[src/rtl/alu_pkg.sv]
// rtl/alu_pkg.sv - shared opcodes, FSM states and helpers for the ALU command driver
package alu_pkg;

    localparam logic [2:0] OP_ADD = 3'b000;
    localparam logic [2:0] OP_SUB = 3'b001;
    localparam logic [2:0] OP_AND = 3'b010;
    localparam logic [2:0] OP_OR  = 3'b011;
    localparam logic [2:0] OP_NOT = 3'b100;
    localparam logic [2:0] OP_LSH = 3'b101;
    localparam logic [2:0] OP_RSH = 3'b110;
    localparam logic [2:0] OP_MUL = 3'b111;

    typedef enum logic [1:0] {
        ST_IDLE = 2'd0,
        ST_EXEC = 2'd1,
        ST_WAIT = 2'd2,
        ST_RESP = 2'd3
    } drv_state_t;

    // Shifters and the multiplier are the units that need an alu_inp start pulse
    function automatic logic is_seq_op(input logic [2:0] op);
        return (op == OP_LSH) || (op == OP_RSH) || (op == OP_MUL);
    endfunction

endpackage

[src/rtl/alu_cmd_driver_if.sv]
// rtl/alu_cmd_driver_if.sv - command/response handshake bundle of the ALU command driver
interface alu_cmd_driver_if #(
    parameter int N = 8
) ();
    logic         cmd_valid;
    logic         cmd_ready;
    logic [2:0]   cmd_op;
    logic [N-1:0] cmd_a;
    logic [N-1:0] cmd_b;
    logic         rsp_valid;
    logic         rsp_ready;
    logic [N-1:0] rsp_y;
    logic [N-1:0] rsp_y_ext;
    logic         rsp_flg;

    modport master (
        output cmd_valid, cmd_op, cmd_a, cmd_b, rsp_ready,
        input  cmd_ready, rsp_valid, rsp_y, rsp_y_ext, rsp_flg
    );

    modport slave (
        input  cmd_valid, cmd_op, cmd_a, cmd_b, rsp_ready,
        output cmd_ready, rsp_valid, rsp_y, rsp_y_ext, rsp_flg
    );
endinterface

[src/rtl/alu_drv_timer.sv]
// rtl/alu_drv_timer.sv - loadable down-counter with zero flag for ALU result latency
module alu_drv_timer #(
    parameter int W = 4
) (
    input  logic         clk,
    input  logic         rst,
    input  logic         load,
    input  logic [W-1:0] load_val,
    input  logic         dec,
    output logic         zero
);
    logic [W-1:0] count_q;
    logic [W-1:0] count_d;

    // Load wins over decrement; decrement stops at zero
    always_comb begin
        count_d = count_q;
        if (load) begin
            count_d = load_val;
        end else if (dec && (count_q != '0)) begin
            count_d = count_q - 1'b1;
        end
    end

    // Counter register
    always_ff @(posedge clk or posedge rst) begin
        if (rst) begin
            count_q <= '0;
        end else begin
            count_q <= count_d;
        end
    end

    assign zero = (count_q == '0);
endmodule

[src/rtl/alu_cmd_driver.sv]
// rtl/alu_cmd_driver.sv - single-outstanding command initiator for the 8-op ALU; ALU_DRV_FLGCNT_EN adds flg_cnt
module alu_cmd_driver #(
    parameter int N         = 8,
    parameter int SHIFT_LAT = 1,
    parameter int MUL_LAT   = 8
) (
    input  logic                 clk,
    input  logic                 rst,
    alu_cmd_driver_if.slave      bus,
    output logic [2:0]           alu_op,
    output logic [N-1:0]         alu_a,
    output logic [N-1:0]         alu_b,
    output logic                 alu_inp,
    input  logic [N-1:0]         alu_y,
    input  logic [N-1:0]         alu_y_ext,
    input  logic                 alu_flg,
    output logic                 busy
`ifdef ALU_DRV_FLGCNT_EN
   ,output logic [7:0]           flg_cnt
`endif
);
    import alu_pkg::*;

    localparam int MAX_LAT = (SHIFT_LAT > MUL_LAT) ? SHIFT_LAT : MUL_LAT;
    localparam int TW      = (MAX_LAT > 0) ? $clog2(MAX_LAT + 1) : 1;

    drv_state_t   state_q, state_d;
    logic [2:0]   alu_op_q, alu_op_d;
    logic [N-1:0] alu_a_q, alu_a_d;
    logic [N-1:0] alu_b_q, alu_b_d;
    logic [N-1:0] rsp_y_q, rsp_y_d;
    logic [N-1:0] rsp_y_ext_q, rsp_y_ext_d;
    logic         rsp_flg_q, rsp_flg_d;
    logic         tmr_load, tmr_dec, tmr_zero;
    logic [TW-1:0] lat_val;

    alu_drv_timer #(.W(TW)) u_timer (
        .clk      (clk),
        .rst      (rst),
        .load     (tmr_load),
        .load_val (lat_val),
        .dec      (tmr_dec),
        .zero     (tmr_zero)
    );

    // Per-class wait time for the operation currently held on the ALU inputs
    always_comb begin
        lat_val = '0;
        if ((alu_op_q == OP_LSH) || (alu_op_q == OP_RSH)) begin
            lat_val = TW'(SHIFT_LAT);
        end else if (alu_op_q == OP_MUL) begin
            lat_val = TW'(MUL_LAT);
        end
    end

    // Next-state, operand latch and masked result capture
    always_comb begin
        state_d     = state_q;
        alu_op_d    = alu_op_q;
        alu_a_d     = alu_a_q;
        alu_b_d     = alu_b_q;
        rsp_y_d     = rsp_y_q;
        rsp_y_ext_d = rsp_y_ext_q;
        rsp_flg_d   = rsp_flg_q;
        tmr_load    = 1'b0;
        tmr_dec     = 1'b0;
        case (state_q)
            ST_IDLE: begin
                if (bus.cmd_valid) begin
                    alu_op_d = bus.cmd_op;
                    alu_a_d  = bus.cmd_a;
                    alu_b_d  = bus.cmd_b;
                    state_d  = ST_EXEC;
                end
            end
            ST_EXEC: begin
                tmr_load = 1'b1;
                state_d  = ST_WAIT;
            end
            ST_WAIT: begin
                if (tmr_zero) begin
                    // Only forward the fields the ALU defines for this op
                    rsp_y_d     = alu_y;
                    rsp_y_ext_d = (alu_op_q == OP_MUL) ? alu_y_ext : '0;
                    rsp_flg_d   = ((alu_op_q == OP_ADD) || (alu_op_q == OP_SUB)) ? alu_flg : 1'b0;
                    state_d     = ST_RESP;
                end else begin
                    tmr_dec = 1'b1;
                end
            end
            ST_RESP: begin
                if (bus.rsp_ready) begin
                    state_d = ST_IDLE;
                end
            end
            default: state_d = ST_IDLE;
        endcase
    end

    // State, operand and response registers
    always_ff @(posedge clk or posedge rst) begin
        if (rst) begin
            state_q     <= ST_IDLE;
            alu_op_q    <= '0;
            alu_a_q     <= '0;
            alu_b_q     <= '0;
            rsp_y_q     <= '0;
            rsp_y_ext_q <= '0;
            rsp_flg_q   <= 1'b0;
        end else begin
            state_q     <= state_d;
            alu_op_q    <= alu_op_d;
            alu_a_q     <= alu_a_d;
            alu_b_q     <= alu_b_d;
            rsp_y_q     <= rsp_y_d;
            rsp_y_ext_q <= rsp_y_ext_d;
            rsp_flg_q   <= rsp_flg_d;
        end
    end

`ifdef ALU_DRV_FLGCNT_EN
    logic [7:0] flg_cnt_q, flg_cnt_d;

    // Saturating count of flagged responses actually handed off
    always_comb begin
        flg_cnt_d = flg_cnt_q;
        if ((state_q == ST_RESP) && bus.rsp_ready && rsp_flg_q && (flg_cnt_q != 8'hFF)) begin
            flg_cnt_d = flg_cnt_q + 8'd1;
        end
    end

    // Flag counter register
    always_ff @(posedge clk or posedge rst) begin
        if (rst) begin
            flg_cnt_q <= '0;
        end else begin
            flg_cnt_q <= flg_cnt_d;
        end
    end

    assign flg_cnt = flg_cnt_q;
`endif

    assign bus.cmd_ready = (state_q == ST_IDLE);
    assign bus.rsp_valid = (state_q == ST_RESP);
    assign bus.rsp_y     = rsp_y_q;
    assign bus.rsp_y_ext = rsp_y_ext_q;
    assign bus.rsp_flg   = rsp_flg_q;
    assign alu_op        = alu_op_q;
    assign alu_a         = alu_a_q;
    assign alu_b         = alu_b_q;
    assign alu_inp       = (state_q == ST_EXEC) && is_seq_op(alu_op_q);
    assign busy          = (state_q != ST_IDLE);
endmodule

[src/flat_wrapper.sv]
// flat-port wrapper written by rule: the top's interface ports become plain ports
module alu_cmd_driver_flat import alu_pkg::*;
#(
    parameter int N         = 8,
    parameter int SHIFT_LAT = 1,
    parameter int MUL_LAT   = 8
)
  (clk, rst, alu_op, alu_a, alu_b, alu_inp, alu_y, alu_y_ext, alu_flg, busy, bus_cmd_valid, bus_cmd_op, bus_cmd_a, bus_cmd_b, bus_rsp_ready, bus_cmd_ready, bus_rsp_valid, bus_rsp_y, bus_rsp_y_ext, bus_rsp_flg);
  alu_cmd_driver_if #(.N(N)) bus_i ();
  input  logic clk;
  input  logic rst;
  output logic [2:0] alu_op;
  output logic [N-1:0] alu_a;
  output logic [N-1:0] alu_b;
  output logic alu_inp;
  input  logic [N-1:0] alu_y;
  input  logic [N-1:0] alu_y_ext;
  input  logic alu_flg;
  output logic busy;
  input wire logic [$bits(bus_i.cmd_valid)-1:0] bus_cmd_valid;
  input wire logic [$bits(bus_i.cmd_op)-1:0] bus_cmd_op;
  input wire logic [$bits(bus_i.cmd_a)-1:0] bus_cmd_a;
  input wire logic [$bits(bus_i.cmd_b)-1:0] bus_cmd_b;
  input wire logic [$bits(bus_i.rsp_ready)-1:0] bus_rsp_ready;
  output wire logic [$bits(bus_i.cmd_ready)-1:0] bus_cmd_ready;
  output wire logic [$bits(bus_i.rsp_valid)-1:0] bus_rsp_valid;
  output wire logic [$bits(bus_i.rsp_y)-1:0] bus_rsp_y;
  output wire logic [$bits(bus_i.rsp_y_ext)-1:0] bus_rsp_y_ext;
  output wire logic [$bits(bus_i.rsp_flg)-1:0] bus_rsp_flg;
  assign bus_i.cmd_valid = bus_cmd_valid;
  assign bus_i.cmd_op = bus_cmd_op;
  assign bus_i.cmd_a = bus_cmd_a;
  assign bus_i.cmd_b = bus_cmd_b;
  assign bus_i.rsp_ready = bus_rsp_ready;
  assign bus_cmd_ready = bus_i.cmd_ready;
  assign bus_rsp_valid = bus_i.rsp_valid;
  assign bus_rsp_y = bus_i.rsp_y;
  assign bus_rsp_y_ext = bus_i.rsp_y_ext;
  assign bus_rsp_flg = bus_i.rsp_flg;
  alu_cmd_driver #(.N(N), .SHIFT_LAT(SHIFT_LAT), .MUL_LAT(MUL_LAT)) u_core (.clk(clk), .rst(rst), .bus(bus_i), .alu_op(alu_op), .alu_a(alu_a), .alu_b(alu_b), .alu_inp(alu_inp), .alu_y(alu_y), .alu_y_ext(alu_y_ext), .alu_flg(alu_flg), .busy(busy));
endmodule
[config.mk]
export PLATFORM = sky130hd
export DESIGN_NAME = alu_cmd_driver_flat
export DESIGN_NICKNAME = d
export VERILOG_FILES = /design/src/rtl/alu_pkg.sv /design/src/rtl/alu_cmd_driver_if.sv /design/src/rtl/alu_drv_timer.sv /design/src/rtl/alu_cmd_driver.sv /design/src/flat_wrapper.sv
export SDC_FILE = /design/constraint.sdc
export NUM_CORES = 1
export LEC_CHECK = 0
export BUFFER_PORTS_ARGS = -buffer_cell sky130_fd_sc_hd__clkbuf_2
export CELL_PAD_IN_SITES_DETAIL_PLACEMENT = 1
export CELL_PAD_IN_SITES_GLOBAL_PLACEMENT = 1
export CORE_MARGIN = 1
export CORE_UTILIZATION = 38
export CTS_CLUSTER_SIZE = 10
export DETAILED_ROUTE_END_ITERATION = 10
export PLACE_DENSITY = 0.92
export SYNTH_ARGS = -nofsm -noshare
export SYNTH_HDL_FRONTEND = slang
export SYNTH_SLANG_ARGS = --single-unit
[constraint.sdc]
create_clock -name clk -period 3.05 [get_ports clk]
set_clock_uncertainty 0.1 [all_clocks]
set_input_delay 0.305 -clock clk [delete_from_list [all_inputs] [get_ports clk]]
set_output_delay 0.305 -clock clk [all_outputs]
set_load 0.02 [all_outputs]
=== Yosys cells after proc, flatten, opt, wreduce, memory -nomap -nowiden ===
Index checks and enable logic that the tools add are counted.

* Register bits after elaboration: 42
* Bits of input ports: 40
* Output and inout bits: 40

* $add $sub $neg: 1
* Equality and inequality tests: 10
* Mux-type cells: 13
* Reduce and logical (&&, ||, !) cells: 14

{| class="wikitable"
|+ Operators with widths
! cell !! number
|-
| 4-bit two-way mux || 4
|-
| 3-bit == test, second input constant || 3
|-
| 8-bit two-way mux || 1
|-
| 2-bit one-hot mux with 4 select lines || 1
|-
| 2-bit two-way mux || 3
|-
| 2-bit == test, second input constant || 2
|-
| 4-bit zero test || 1
|-
| 1-bit two-way mux || 4
|-
| 2-bit != test, second input constant || 2
|-
| 2-bit AND reduction || 2
|-
| 2-bit nonzero test || 2
|-
| 4-bit nonzero test || 1
|-
| 4-bit by 1-bit subtractor with 4-bit output, second input constant || 1
|-
| 3-bit by 1-bit == test with 1-bit output, second input constant || 1
|-
| 3-bit zero test || 1
|-
| 1-bit logical OR || 3
|-
| 3-bit AND reduction || 1
|-
| 2-bit by 1-bit == test with 1-bit output, second input constant || 1
|-
| 1-bit logical AND || 2
|-
| 2-bit zero test || 1
|-
| 2-bit by 1-bit != test with 1-bit output, second input constant || 1
|}

=== Depth between registers and ports, before layout ===
* Depth after elaboration: 6
* Depth in mapped cells: 8
* Depth with buffers taken out: 5

=== Hierarchy ===
Synthesis repeated with hierarchy kept, for this count alone.

* Cells, all modules: 132
* Area total of the unflattened synthesis: 1,876.8 um^2

{| class="wikitable"
|+ Modules (own cells, without submodules)
! module !! times used !! cells an instance !! area each (um^2) !! seq. area each (um^2)
|-
| alu_cmd_driver || 1 || 104 || 1,615.3 || 950.9
|-
| alu_drv_timer || 1 || 28 || 261.5 || 100.1
|}

=== Least setup slack after synthesis ===
Ideal clock, no wire load.

* Kind: flip-flop to flip-flop
* From: register u_core.u_timer.count_q[0]
* To: register u_core.state_q[1]
* Setup time: 0.125 ns
* Arrival time: 1.691 ns
* Path slack: 1.135 ns
* Stages on the path, launching flop included: 7
* Buffers on the path: 1
* Cell sequence: dfrtp_1 -> inv_1 -> ha_1 -> or3b_1 -> clkbuf_1 -> a221oi_2 -> mux2_2

* Word-level cells in the longest chain between the ends: 3

{| class="wikitable"
|+ RTL lines
! what !! RTL line !! RTL
|-
| start, declared || alu_drv_timer.sv:12 || <nowiki>logic [W-1:0] count_q;</nowiki>
|-
| start signal, assigned || alu_drv_timer.sv:30 || <nowiki>count_q <= count_d;</nowiki>
|-
| 4-bit zero test || alu_drv_timer.sv:34 || <nowiki>assign zero = (count_q == '0);</nowiki>
|-
| 2-bit by 1-bit != test with 1-bit output (no line) || n/a ||
|-
| 3-bit AND reduction (no line) || n/a ||
|-
| end signal, assigned || alu_cmd_driver.sv:111 || <nowiki>state_q <= state_d;</nowiki>
|-
| end, declared || alu_cmd_driver.sv:27 || <nowiki>drv_state_t state_q, state_d;</nowiki>
|}

Every way passes these cells.
A chain may end at the register's enable or synchronous reset.

=== Worst setup path in the final report ===
* From: register u_core.state_q[0]
* To: register u_core.rsp_y_ext_q[1], in the netlist u_core.bus.rsp_y_ext[1]

* Word-level cells in the longest chain between the ends: 2

{| class="wikitable"
|+ RTL lines
! what !! RTL line !! RTL
|-
| 2-bit == test || alu_cmd_driver.sv:67 || <nowiki>case (state_q)</nowiki>
|-
| 2-bit AND reduction (no line) || n/a ||
|-
| end signal, assigned || alu_cmd_driver.sv:116 || <nowiki>rsp_y_ext_q <= rsp_y_ext_d;</nowiki>
|-
| end, declared || alu_cmd_driver.sv:32 || <nowiki>logic [N-1:0] rsp_y_ext_q, rsp_y_ext_d;</nowiki>
|}

Every way passes these cells.

==> impl_metrics.py <==
metrics = {
    "status": {
        "outcome": "complete, but fails checks",
        "violations": "design-rule violations",
    },
    "clock_tree": {
        "cts_buffers": 5,
        "cts_root_buf": "clkbuf_8",
        "cts_sinks": 42,
        "clockBufferDepth": 2,
        "path_clk_slew_ns": 0.08,
        "insertion_delay_ns": 0.28,
        "cts_hold_buf": 0,
        "post_cts_buffers": 0,
        "cts_resized": 0,
        "htree_levels": 2,
        "tritoncts": "built",
    },
    "synthesis": {
        "syn_area_sq_um": 1800,
        "avgSynthCellArea_sq_um": 12.6,
        "syn-instance-count": 143,
        "ys_seq_elements": 42,
        "ys_seq_area_share_pct": 58.3,
        "synth-main-ff-cell": "dfrtp_1",
        "syn_nets": 189,
        "synth_edf_count": 0,
        "ys_types": 27,
        "synth_warnings": 0,
        "synthArstFlopShare_pct": 100,
    },
    "power": {
        "internal_power_w": 0.00156,
        "p_leak_nw": 1.20,
        "swShare_pct": 41.9,
        "combPwrFrac_pct": 48.7,
        "p_sw_w": 0.00112,
        "p_total_w": 0.00268,
        "vdd_ir_drop_max_mv": 0.552,
        "power_frac_clock_pct": 13.6,
        "powerDensity_nw_per_um2": 1150,
        "seqPwrFrac_pct": 37.7,
    },
    "run": {
        "drv_cap": 0,
    },
    "place": {
        "io_buffer_count": 79,
        "post-place-ws_ns": 0.903,
        "dp_hpwl_um": 3260,
        "gp_congestion": 0.713,
    },
    "global_route": {
        "grt_usage_pct": 17.7,
        "grt_pass1_wl_um": 6860,
        "grt_max_degree": 43,
        "grt_pass1_vias": 1509,
        "antenna_found_initial": 0,
        "gr-total-overflow": 0,
    },
    "floorplan": {
        "die_h_um": 70.9,
        "initial_core_util_pct": 40.5,
        "die_x_um": 70.9,
        "die_area_sq_um": 5020,
        "core_sq_um": 4440,
        "rows": 24,
        "io_pins": 80,
    },
    "sta": {
        "finalHoldViolations": 0,
        "post-route-period-util_pct": 70.6,
        "setup_ws_ns": 0.897,
        "holdWs_ns": 0.0309,
        "grt_setup_unrepaired": "no",
        "fmax_ghz": 0.464,
        "tightest_slew_ns": 0.762,
        "final.min_clock_period_ns": 2.15,
        "setup_viol": 0,
        "setup_tns_ns": 0,
        "maxSlewViolCount": 0,
        "maxSlewHeadroom_pct": 49.1,
    },
    "worst_setup_path": {
        "slowest_delay_ns": 0.49,
        "required_ns": 3.14,
        "cp-end-kind": "register",
        "crit_fanout": 18,
        "crit_buf_inv": 2,
        "reg2reg_slack_ns": 0.90,
        "crit_path_cell_trace": "inv_1 -> ha_1 -> nand4bb_1 -> buf_4 -> o21ai_0",
        "criticalPathCategory": "register to register",
        "path_delay_family": "simple AND/OR/NAND/NOR gates",
        "cp-start-kind": "register",
        "crit_path_top_delay_cell": "nand4bb_1",
        "cp.arrival_ns": 2.24,
    },
    "routing": {
        "drt_pass1_iterations": 7,
        "wirelength_um": 4180,
        "drc": 6,
        "avgRoutedWirePerCell_um": 15.1,
        "first_iter_violations": 35,
        "vias": 1374,
        "antenna_left": 0,
        "vias_per_cell": 4.98,
    },
    "final_layout": {
        "antenna_cells": 0,
        "final_common_cell": "clkbuf_2",
        "nets": 269,
        "final_layout_size_suffix_gt1_share_pct": 52.7,
        "area_delta_synth_final_pct": 29.4,
        "final_cell_mix": "clkbuf_2 (79), dfrtp_1 (42), mux2_2 (28)",
    },
    "min_path": {
        "hold_class": "primary input to async pin",
    },
}
-- metrics by stage --
stage / std cells / util, % / instance area, sq um
global route: 276 / 52.5 / 2330
CTS: 276 / 52.5 / 2330
detailed placement: 268 / 50.4 / 2240
finish: 276 / 52.5 / 2330
global placement: 268 / 50.4 / 2240
floorplan: 143 / - / 1800
-- layout make-up --
type	instances	area (sq um)
Fill cell	518	2110
Multi-Input combinational cell	86	688
Sequential cell	42	1050
Clock buffer	7	86.3
Tap cell	52	65.1
Inverter	7	26.3
Clock inverter	1	5.00
Timing Repair Buffer	81	410
-- Yosys cell counts, drive strengths merged, types with 2 or more instances --
| library cell | instances | area, sq um |
|---|---|---|
| dfrtp | 42 | 1050 |
| nor2 | 2 | 7.51 |
| a21oi | 2 | 10.0 |
| mux2 | 28 | 315 |
| inv | 7 | 26.3 |
| or4b | 2 | 20.0 |
| ha | 6 | 75.1 |
| nand3 | 4 | 20.0 |
| o21ai | 9 | 45.0 |
| clkbuf | 4 | 15.0 |
| buf | 4 | 21.3 |
| nand2 | 20 | 75.1 |
-- registers in the layout, summed over array words and instances, names as in the netlist --
register	cells
u_core.alu_a	8
u_core.alu_b	8
u_core.alu_op	3
u_core.bus.rsp_flg	1
u_core.bus.rsp_y	8
u_core.bus.rsp_y_ext	8
u_core.state_q	2
u_core.u_timer.count_q	4
-- path summary, 6_finish.rpt --
check | from | end | cells past startpoint
setup reg to reg | u_core.state_q[0] | u_core.bus.rsp_y_ext[1] | 5
min in group clk | alu_y_ext[4] | u_core.bus.rsp_y_ext[4] | 3
max in group asynchronous | rst | u_core.u_timer.count_q[1] | 3
setup / recovery | u_core.state_q[0] | u_core.bus.rsp_y_ext[1] | 5
hold reg to reg | u_core.bus.rsp_y_ext[0] | u_core.bus.rsp_y_ext[0] | 2
hold / removal | rst | u_core.bus.rsp_y[5] | 3
-- metal layers --
layer  track usage [%]  up-vias  routed length (um)
li1                  -      646                   -
met1              19.9      670                1620
met2              31.8       54                2240
met3              5.41        4                 279
met4              6.22        0                  40
met5                 0        -                   0
-- power by group through the flow --
stage          logic, W  clock network [W]  registers (W)
2_1_floorplan  0.000617                  0        0.00129
3_3_place_gp    0.00127                  0        0.00100
3_5_place_dp    0.00132                  0        0.00102
4_1_cts         0.00133           0.000376        0.00101
5_1_grt         0.00141           0.000393        0.00105
6_report        0.00130           0.000365        0.00101
-- cells by family (layout without fill, tap and decap cells) --
kind of cell / count (synthesis) / count (layout) / synth area share [%]
muxes: 28 / 28 / 17.5
DFF: 42 / 42 / 58.3
buffers and inverters: 15 / 96 / 3.47
xor gates and xnor gates: 1 / 1 / 0.486
AOI/OAI and AO/OA: 17 / 17 / 6.53
and+or+nand+nor: 34 / 34 / 9.51
adders and majority gates: 6 / 6 / 4.17
-- worst register-to-register path, cell delays in order, from the launching register on --
cell and delay (ns):
dfrtp_1 0.42, inv_1 0.10, ha_1 0.36, nand4bb_1 0.49
buf_4 0.38, o21ai_0 0.22
Power figures use the tool's default switching activity.
